### src/rtl/cfg_pkg.sv
// rtl/cfg_pkg.sv - state encoding and sizing helper shared by the config chain loader
package cfg_pkg;
  typedef enum logic [2:0] {
    S_IDLE,
    S_CRST,
    S_FETCH,
    S_SETUP,
    S_PULSE,
    S_DONE
  } state_t;

  function automatic int words_per_load(input int chain_bits, input int word_w);
    return (chain_bits + word_w - 1) / word_w;
  endfunction
endpackage

### src/rtl/cfg_chain_loader.sv
// rtl/cfg_chain_loader.sv - loads one PE serial config chain from a word-wide bitstream
module cfg_chain_loader
  import cfg_pkg::*;
#(
  parameter int CHAIN_BITS = 14,
  parameter int WORD_W     = 32,
  parameter int RST_CYCLES = 2
) (
  input  logic              clk,
  input  logic              reset,
  input  logic              start,
  input  logic              abort,
  input  logic [WORD_W-1:0] cfg_word,
  input  logic              cfg_valid,
  output logic              cfg_ready,
  output logic              config_clk,
  output logic              config_reset,
  output logic              config_in,
  output logic              busy,
  output logic              done,
  output logic              aborted
);
  localparam int BCW = $clog2(CHAIN_BITS + 1);
  localparam int WBW = $clog2(WORD_W + 1);
  localparam int RCW = $clog2(RST_CYCLES + 1);
  localparam logic [BCW-1:0] BIT_END  = BCW'(CHAIN_BITS);
  localparam logic [WBW-1:0] WBIT_END = WBW'(WORD_W);
  localparam logic [RCW-1:0] RST_LAST = RCW'(RST_CYCLES - 1);

  state_t            r_state, w_state_nxt;
  logic [RCW-1:0]    r_rst_cnt, w_rst_cnt_nxt;
  logic [BCW-1:0]    r_bit_cnt, w_bit_cnt_nxt;
  logic [WBW-1:0]    r_wbit, w_wbit_nxt;
  logic [WORD_W-1:0] r_sreg, w_sreg_nxt;
  logic              r_ready, r_cclk, r_creset, r_cin, r_busy, r_done, r_aborted;
  logic              w_abort, w_take;

  // An abort withdraws ready in the same cycle so an offered word is left upstream.
  assign w_abort = abort && (r_state != S_IDLE);
  assign w_take  = r_ready && cfg_valid && !abort;

  always_comb begin
    w_state_nxt   = r_state;
    w_rst_cnt_nxt = r_rst_cnt;
    w_bit_cnt_nxt = r_bit_cnt;
    w_wbit_nxt    = r_wbit;
    w_sreg_nxt    = r_sreg;
    case (r_state)
      S_IDLE: begin
        if (start) begin
          w_state_nxt   = S_CRST;
          w_rst_cnt_nxt = '0;
          w_bit_cnt_nxt = '0;
        end
      end
      S_CRST: begin
        if (r_rst_cnt == RST_LAST) w_state_nxt = S_FETCH;
        else w_rst_cnt_nxt = r_rst_cnt + RCW'(1);
      end
      S_FETCH: begin
        if (w_take) begin
          w_sreg_nxt  = cfg_word;
          w_wbit_nxt  = '0;
          w_state_nxt = S_SETUP;
        end
      end
      S_SETUP: w_state_nxt = S_PULSE;
      S_PULSE: begin
        w_sreg_nxt    = r_sreg >> 1;
        w_bit_cnt_nxt = r_bit_cnt + BCW'(1);
        w_wbit_nxt    = r_wbit + WBW'(1);
        if (w_bit_cnt_nxt == BIT_END) w_state_nxt = S_DONE;
        else if (w_wbit_nxt == WBIT_END) w_state_nxt = S_FETCH;
        else w_state_nxt = S_SETUP;
      end
      S_DONE:  w_state_nxt = S_IDLE;
      default: w_state_nxt = S_IDLE;
    endcase
    if (w_abort) w_state_nxt = S_IDLE;
  end

  always_ff @(posedge clk) begin
    if (!reset) begin
      r_state   <= S_IDLE;
      r_rst_cnt <= '0;
      r_bit_cnt <= '0;
      r_wbit    <= '0;
      r_sreg    <= '0;
      r_ready   <= 1'b0;
      r_cclk    <= 1'b0;
      r_creset  <= 1'b0;
      r_cin     <= 1'b0;
      r_busy    <= 1'b0;
      r_done    <= 1'b0;
      r_aborted <= 1'b0;
    end else begin
      r_state   <= w_state_nxt;
      r_rst_cnt <= w_rst_cnt_nxt;
      r_bit_cnt <= w_bit_cnt_nxt;
      r_wbit    <= w_wbit_nxt;
      r_sreg    <= w_sreg_nxt;
      r_ready   <= (w_state_nxt == S_FETCH);
      r_cclk    <= (w_state_nxt == S_PULSE);
      r_creset  <= (w_state_nxt == S_CRST);
      r_busy    <= (w_state_nxt != S_IDLE);
      r_done    <= (w_state_nxt == S_DONE);
      r_aborted <= w_abort;
      // config_in is set up a full cycle ahead of the config_clk rise and held through it.
      if (w_state_nxt == S_SETUP) r_cin <= w_sreg_nxt[0];
      else if (w_state_nxt != S_PULSE) r_cin <= 1'b0;
    end
  end

  assign cfg_ready    = r_ready && !abort;
  assign config_clk   = r_cclk;
  assign config_reset = r_creset;
  assign config_in    = r_cin;
  assign busy         = r_busy;
  assign done         = r_done;
  assign aborted      = r_aborted;
endmodule
### config.mk
export PLATFORM = sky130hd
export DESIGN_NAME = cfg_chain_loader
export DESIGN_NICKNAME = d
export VERILOG_FILES = /design/src/rtl/cfg_pkg.sv /design/src/rtl/cfg_chain_loader.sv
export SDC_FILE = /design/constraint.sdc
export NUM_CORES = 1
export LEC_CHECK = 0
export BUFFER_PORTS_ARGS = -buffer_cell sky130_fd_sc_hd__buf_4
export CAP_MARGIN = 15
export CORE_MARGIN = 8
export CORE_UTILIZATION = 47
export DETAILED_ROUTE_END_ITERATION = 6
export PLACE_DENSITY_LB_ADDON = 0.1
export REMOVE_ABC_BUFFERS = 1
export SLEW_MARGIN = 40
export SYNTH_ARGS = -nofsm -noshare
export SYNTH_HDL_FRONTEND = slang
export SYNTH_SLANG_ARGS = --single-unit
### constraint.sdc
create_clock -name clk -period 2.3 [get_ports clk]
set_clock_uncertainty 0.15 [all_clocks]
set_input_delay 0.23 -clock clk [delete_from_list [all_inputs] [get_ports clk]]
set_output_delay 0.23 -clock clk [all_outputs]
set_load 0.02 [all_outputs]
==> metrics.yaml, run 1 <==
critical_path:
  crit_type: "reg -> reg"
  r2r_cells: 5
  rr_endpoint: "busy"
  crit_required_ns: 2.33
  crit_arrival_ns: 2.07
  ff2ff_setup_slack_ns: 0.26
  setup.worst_path.end_class: "flip-flop"
  startpoint: "r_state[0]"
  cp-start-kind: "flip-flop"
  r2r-start: "r_state[0]"
  worstPathMaxFanout: 11
layout:
  syn2layout_area_growth_pct: 19.6
  fin_cells: 396
  fin_util: 0.580
  ff_latch_area_sq_um: 1080
  final_common_cell: "dfxtp_1"
  multiInputGateArea_sq_um: 1260
  final_cell_mix: "dfxtp_1 (54), buf_4 (50), a21oi_1 (47), nand2_1 (38), a22oi_1 (30)"
  drive_gt1_frac: 0.215
  diodes: 0
  fin_nets: 367
  final_cell_area_sq_um: 2940
  num-fill-cells: 501
clock_tree:
  insertion_delay_ns: 0.31
  clock-root-buffer: "clkbuf_8"
  cts-resized-gates: 0
  h-tree-depth: 2
  cts.clk_slew.worst_paths_ns: 0.09
  cts_buffers: 5
  postCtsHoldBufs: 0
  clock_sinks: 54
  post_cts_buffers: 0
  cts_buffer_depth: 2
  cts_tree: "done"
placed_design:
  dp_cells: 388
  postPlaceCellArea_sq_um: 2830
  gp_congestion: 0.797
  dp_hpwl_um: 3880
  io_buffers: 43
  dpl_worst_slack_ns: 0.277
floorplanning:
  core_sq_um: 5070
  dieArea_sq_um: 7800
  start_util: 0.485
  dieWidth_um: 88.3
  pin_count: 44
  rows: 26
  die_h_um: 88.3
route:
  viasPerCell: 5.40
  drc: 0
  drt_iter0_markers: 88
  dr.pass1.iters: 5
  vias: 2140
  wire_per_inst_um: 14.1
  final_antenna_net_count: 0
  routed_wirelength_um: 5590
yosys:
  synthArstFlopShare: 0
  synth_warnings: 0
  synth_edf_count: 0
  syn-mean-instance-area_sq_um: 8.57
  yosysUniqueCellTypes: 45
  ys_ff_latch: 54
  syn_area_sq_um: 2460
  seq_area_frac_synth: 0.439
  syn-instance-count: 287
  synth_top_flop_cell: "dfxtp_1"
global_route:
  grt_antenna_before_repair: 0
  track_usage: 0.153
  grt_pass1_wl_um: 9540
  grt_pass1_vias: 2109
  grt_max_degree: 33
  gr-total-overflow: 0
power_and_ir_drop:
  leakage_uw: 0.00111
  vdd_drop_max_mv: 0.348
  p_per_area_nw_per_um2: 589
sta:
  hold_violations: 0
  setup_viol: 0
  timing.setup.tns_ns: 0
  fmax_ghz: 0.491
  min_period_over_period: 0.886
  worst_slack_ns: 0.263
  rsz0062_at_grt: "no"
  worstMarginPinSlew_ns: 0.506
  drv_slew: 0
  slew_headroom: 0.662
  final.min_clock_period_ns: 2.04
run:
  cap_violations: 0
min_path:
  hold_path_class: "in -> reg"
  min_path_cells: 2
  min_to: "r_sreg[0]"
  worstHoldStart: "reset"
outcome:
  status: "finished clean"
worst max path at each step:
| stage | end | depth (start not counted) |
|---|---|---|
| 4_1_cts | busy | 5 |
| 2_1_floorplan | r_ready | 5 |
| 6_report | busy | 5 |
| 3_5_place_dp | busy | 5 |
| 3_3_place_gp | busy | 5 |
| 5_1_grt | busy | 5 |
critical path: stages, from the launching register on:
cell and delay, ns:
dfxtp_1 0.65, nor2b_1 0.11, o21ai_2 0.29, o2111ai_1 0.24, o21ai_2 0.35, o211ai_1 0.12
Yosys cell counts, types with 2 or more instances:
master      n  area (sq um)
nand2_1    38           143
nor2b_1     4          25.0
o2111ai_1   2          17.5
ha_1        5          62.6
nor4_1      3          18.8
nor3_1      4          20.0
and2_1      2          12.5
buf_2      10          50.1
a21o_1      2          15.0
and3_1      2          12.5
nor3b_4     2          37.5
or2_2       2          12.5
o211ai_1    4          30.0
o21ai_0     6          30.0
nor3_2      2          20.0
clkbuf_1    6          22.5
nand3_1     6          30.0
and3b_1     2          17.5
a21oi_1    47           235
a22oi_1    30           225
buf_4       2          15.0
or3_1       2          12.5
nand3b_1    3          22.5
inv_1       8          30.0
nor2_1     19          71.3
dfxtp_1    54          1080
o21ai_2     2          17.5
cell type report:
type | count | area share
sequential | 54 | 0.367
clock inverter | 3 | 0.0149
multi-input combinational | 206 | 0.427
timing repair buffer | 50 | 0.128
clock buffer | 5 | 0.0234
inverter | 8 | 0.0102
tap | 70 | 0.0298
metrics by stage:
| step | hold WS, ns | total power, uW |
|---|---|---|
| after floorplan | 0.202 | 1040 |
| after global placement | 0.291 | 1120 |
| after detailed placement | 0.296 | 1120 |
| after CTS | 0.0155 | 1760 |
| after global routing | 0.0102 | 1810 |
| final | 0.0225 | 1730 |
cells by family (layout without fill, tap and decap cells):
| logic type | after synthesis | in the layout | share of synthesized area |
|---|---|---|---|
| adders and majority gates | 5 | 5 | 0.0254 |
| buffers and inverters | 27 | 66 | 0.0524 |
| AOI/OAI and AO/OA | 103 | 103 | 0.272 |
| muxes | 1 | 1 | 0.00407 |
| and+or+nand+nor | 97 | 97 | 0.207 |
| DFF | 54 | 54 | 0.439 |
layer usage:
metal | track usage | share of wire | vias up
li1 | - | - | 1111
met1 | 0.193 | 0.48 | 991
met2 | 0.247 | 0.47 | 34
met3 | 0.0381 | 0.042 | 4
met4 | 0.0476 | 0.0075 | 0
met5 | 0 | 0 | -
sequential cells by signal, indices dropped and copies added (netlist names), 2 cells and up:
signal / count
r_sreg: 32
r_wbit: 6
r_bit_cnt: 4
r_state: 3
r_rst_cnt: 2
power breakdown:
group          total [uW]  internal (uW)  switching (uW)
sequential            956            944            11.6
clock                 641            327             315
combinational         138           72.0            66.1
total                1730           1340             392
(Power assumes the default switching activity.)
==> inputs of run 2 (changes only) <==
--- a/config.mk
+++ b/config.mk
@@ -8,7 +8,7 @@
 export BUFFER_PORTS_ARGS = -buffer_cell sky130_fd_sc_hd__buf_4
 export CAP_MARGIN = 15
 export CORE_MARGIN = 8
-export CORE_UTILIZATION = 47
+export CORE_UTILIZATION = 55
 export DETAILED_ROUTE_END_ITERATION = 6
 export PLACE_DENSITY_LB_ADDON = 0.1
 export REMOVE_ABC_BUFFERS = 1
==> run 2 against run 1 <==
Critical endpoint is now r_ready. Final cell count down 4.8%. Critical path depth up 1. Register-to-register slack improved by 0.02 ns. Wire length down 2.4%. Die area decreased by 12%. Power down 4.1%.
==> metrics.yaml, run 2 (synthesis results as in run 1) <==
clock_tree:
  cts-resized-gates: 0  # unchanged
  postCtsHoldBufs: 0  # unchanged
  insertion_delay_ns: 0.32  # was 0.31 ns
  post_cts_buffers: 0  # unchanged
  cts_tree: "done"  # unchanged
  clock_sinks: 54  # unchanged
  clock-root-buffer: "clkbuf_8"  # unchanged
  h-tree-depth: 2  # unchanged
  cts_buffer_depth: 2  # unchanged
  cts.clk_slew.worst_paths_ns: 0.10  # was 0.09 ns
  cts_buffers: 5  # unchanged
sta:
  rsz0062_at_grt: "no"  # unchanged
  whs_ns: 0.0143  # was 0.0225 ns
  min_period_over_period: 0.876  # was 0.886
  setup_viol: 0  # unchanged
  drv_slew: 0  # unchanged
  fmax_ghz: 0.496  # was 0.491 GHz
  worstMarginPinSlew_ns: 0.539  # was 0.506 ns
  final.min_clock_period_ns: 2.02  # was 2.04 ns
  hold_violations: 0  # unchanged
  slew_headroom: 0.640  # was 0.662
floorplanning:
  rows: 24  # was 26
  pin_count: 44  # unchanged
  dieArea_sq_um: 6870  # was 7800 sq um
  die_h_um: 82.9  # was 88.3 um
  start_util: 0.569  # was 0.485
  dieWidth_um: 82.9  # was 88.3 um
  core_sq_um: 4320  # was 5070 sq um
layout:
  largest_reg_flops: 32  # unchanged
  syn2layout_area_growth_pct: 18.3  # was 19.6%
  fin_nets: 366  # was 367
  fin_util: 0.673  # was 0.580
  final_common_cell: "dfxtp_1"  # unchanged
  final_cell_area_sq_um: 2910  # was 2940 sq um
  final_cell_mix: "dfxtp_1 (54), buf_4 (48), a21oi_1 (47), nand2_1 (38), a22oi_1 (30)"  # was dfxtp_1 (54), buf_4 (50), a21oi_1 (47), nand2_1 (38), a22oi_1 (30)
  diodes: 0  # unchanged
  top_register: "r_sreg"  # unchanged
  drive_gt1_frac: 0.212  # was 0.215
  fin_cells: 377  # was 396
  top_regs: "r_sreg x32, r_wbit x6, r_bit_cnt x4"  # unchanged
critical_path:
  r2r-start: "r_bit_cnt[0]"  # was r_state[0]
  cp_num_cells: 6  # was 5
  path_buf_inv: 1  # was 0
  max_stage_delay_ns: 0.44  # was 0.65 ns
  crit_chain: "ha_1 > and4b_1 > inv_1 > and3_1 > o21ai_0 > and2b_1"  # was nor2b_1 > o21ai_2 > o2111ai_1 > o21ai_2 > o211ai_1
  setup.worst_path.end_class: "flip-flop"  # unchanged
  crit_type: "reg -> reg"  # unchanged
  ff2ff_setup_slack_ns: 0.28  # was 0.26 ns
  crit_required_ns: 2.37  # was 2.33 ns
  rr_endpoint: "r_ready"  # was busy
  startpoint: "r_bit_cnt[0]"  # was r_state[0]
  crit_path_end: "r_ready"  # was busy
  cp-start-kind: "flip-flop"  # unchanged
  cpMaxStageDelayCell: "dfxtp_1"  # unchanged
  r2r_cells: 6  # was 5
  cp_top_family: "simple AND/OR/NAND/NOR gates"  # was compound AO/OA/AOI/OAI gates
  worstPathMaxFanout: 7  # was 11
  crit_arrival_ns: 2.08  # was 2.07 ns
placed_design:
  io_buffers: 43  # unchanged
  postPlaceCellArea_sq_um: 2810  # was 2830 sq um
  dp_hpwl_um: 3810  # was 3880 um
  dp_cells: 369  # was 388
  gp_congestion: 0.814  # was 0.797
outcome:
  status: "finished clean"  # unchanged
power_and_ir_drop:
  leakage_uw: 0.00111  # about the same
  p_per_area_nw_per_um2: 571  # was 589 nW/um^2
  total_power_uw: 1660  # was 1730 uW
  vdd_drop_max_mv: 0.316  # was 0.348 mV
route:
  dr.pass1.iters: 4  # was 5
  routed_wirelength_um: 5450  # was 5590 um
  viasPerCell: 5.72  # was 5.40
  final_antenna_net_count: 0  # unchanged
  drt_iter0_markers: 96  # was 88
  wire_per_inst_um: 14.5  # was 14.1 um
  drc: 0  # unchanged
  vias: 2155  # was 2140
global_route:
  track_usage: 0.154  # was 0.153
  grt_antenna_before_repair: 0  # unchanged
  grt_max_degree: 34  # was 33
  grt_pass1_vias: 2073  # was 2109
  gr-total-overflow: 0  # unchanged
  grt_pass1_wl_um: 9200  # was 9540 um
run:
  cap_violations: 0  # unchanged
min_path:
  worstHoldStart: "reset"  # unchanged
  hold_path_class: "in -> reg"  # unchanged
==> run 2: how the worst min path moves through the flow <==
| stage | to | slack (ns) | depth (start not counted) |
|---|---|---|---|
| floorplan | r_sreg[0] | 0.20 | 1 |
| global placement | r_sreg[9] | 0.29 | 2 |
| detailed placement | r_sreg[7] | 0.30 | 2 |
| CTS | r_sreg[0] | 0.005 | 2 |
| global route | r_sreg[0] | 0.009 | 2 |
| finish | r_sreg[0] | 0.01 | 2 |
==> run 2: through the flow <==
step / TNS [ns] / setup slack (ns)
after floorplan: -2.17 / -0.305
after global placement: 0 / 0.329
after detailed placement: 0 / 0.298
after CTS: 0 / 0.283
after global routing: 0 / 0.0882
final: 0 / 0.285
==> run 2: layer usage <==
| metal | wire length [um] | GRT usage | share of wire |
|---|---|---|---|
| met4 | 41 | 0.0575 | 0.0075 |
| met3 | 286 | 0.0381 | 0.052 |
| met1 | 2530 | 0.197 | 0.46 |
| met2 | 2600 | 0.244 | 0.48 |
| met5 | 0 | 0 | 0 |
==> run 2: layout make-up <==
cell class	count	area [sq um]
clock inverters	3	28.8
flip-flops and latches	54	1080
multi-input cells	206	1260
well taps	52	65.1
inverters	8	30.0
clock buffers	5	68.8
repair buffers	49	380
fillers	372	1410
==> run 2: report_power, final <==
group          switching, uW  internal, uW
clock                    339           228
combinational           66.2          73.3
sequential              12.1           944
total                    417          1250
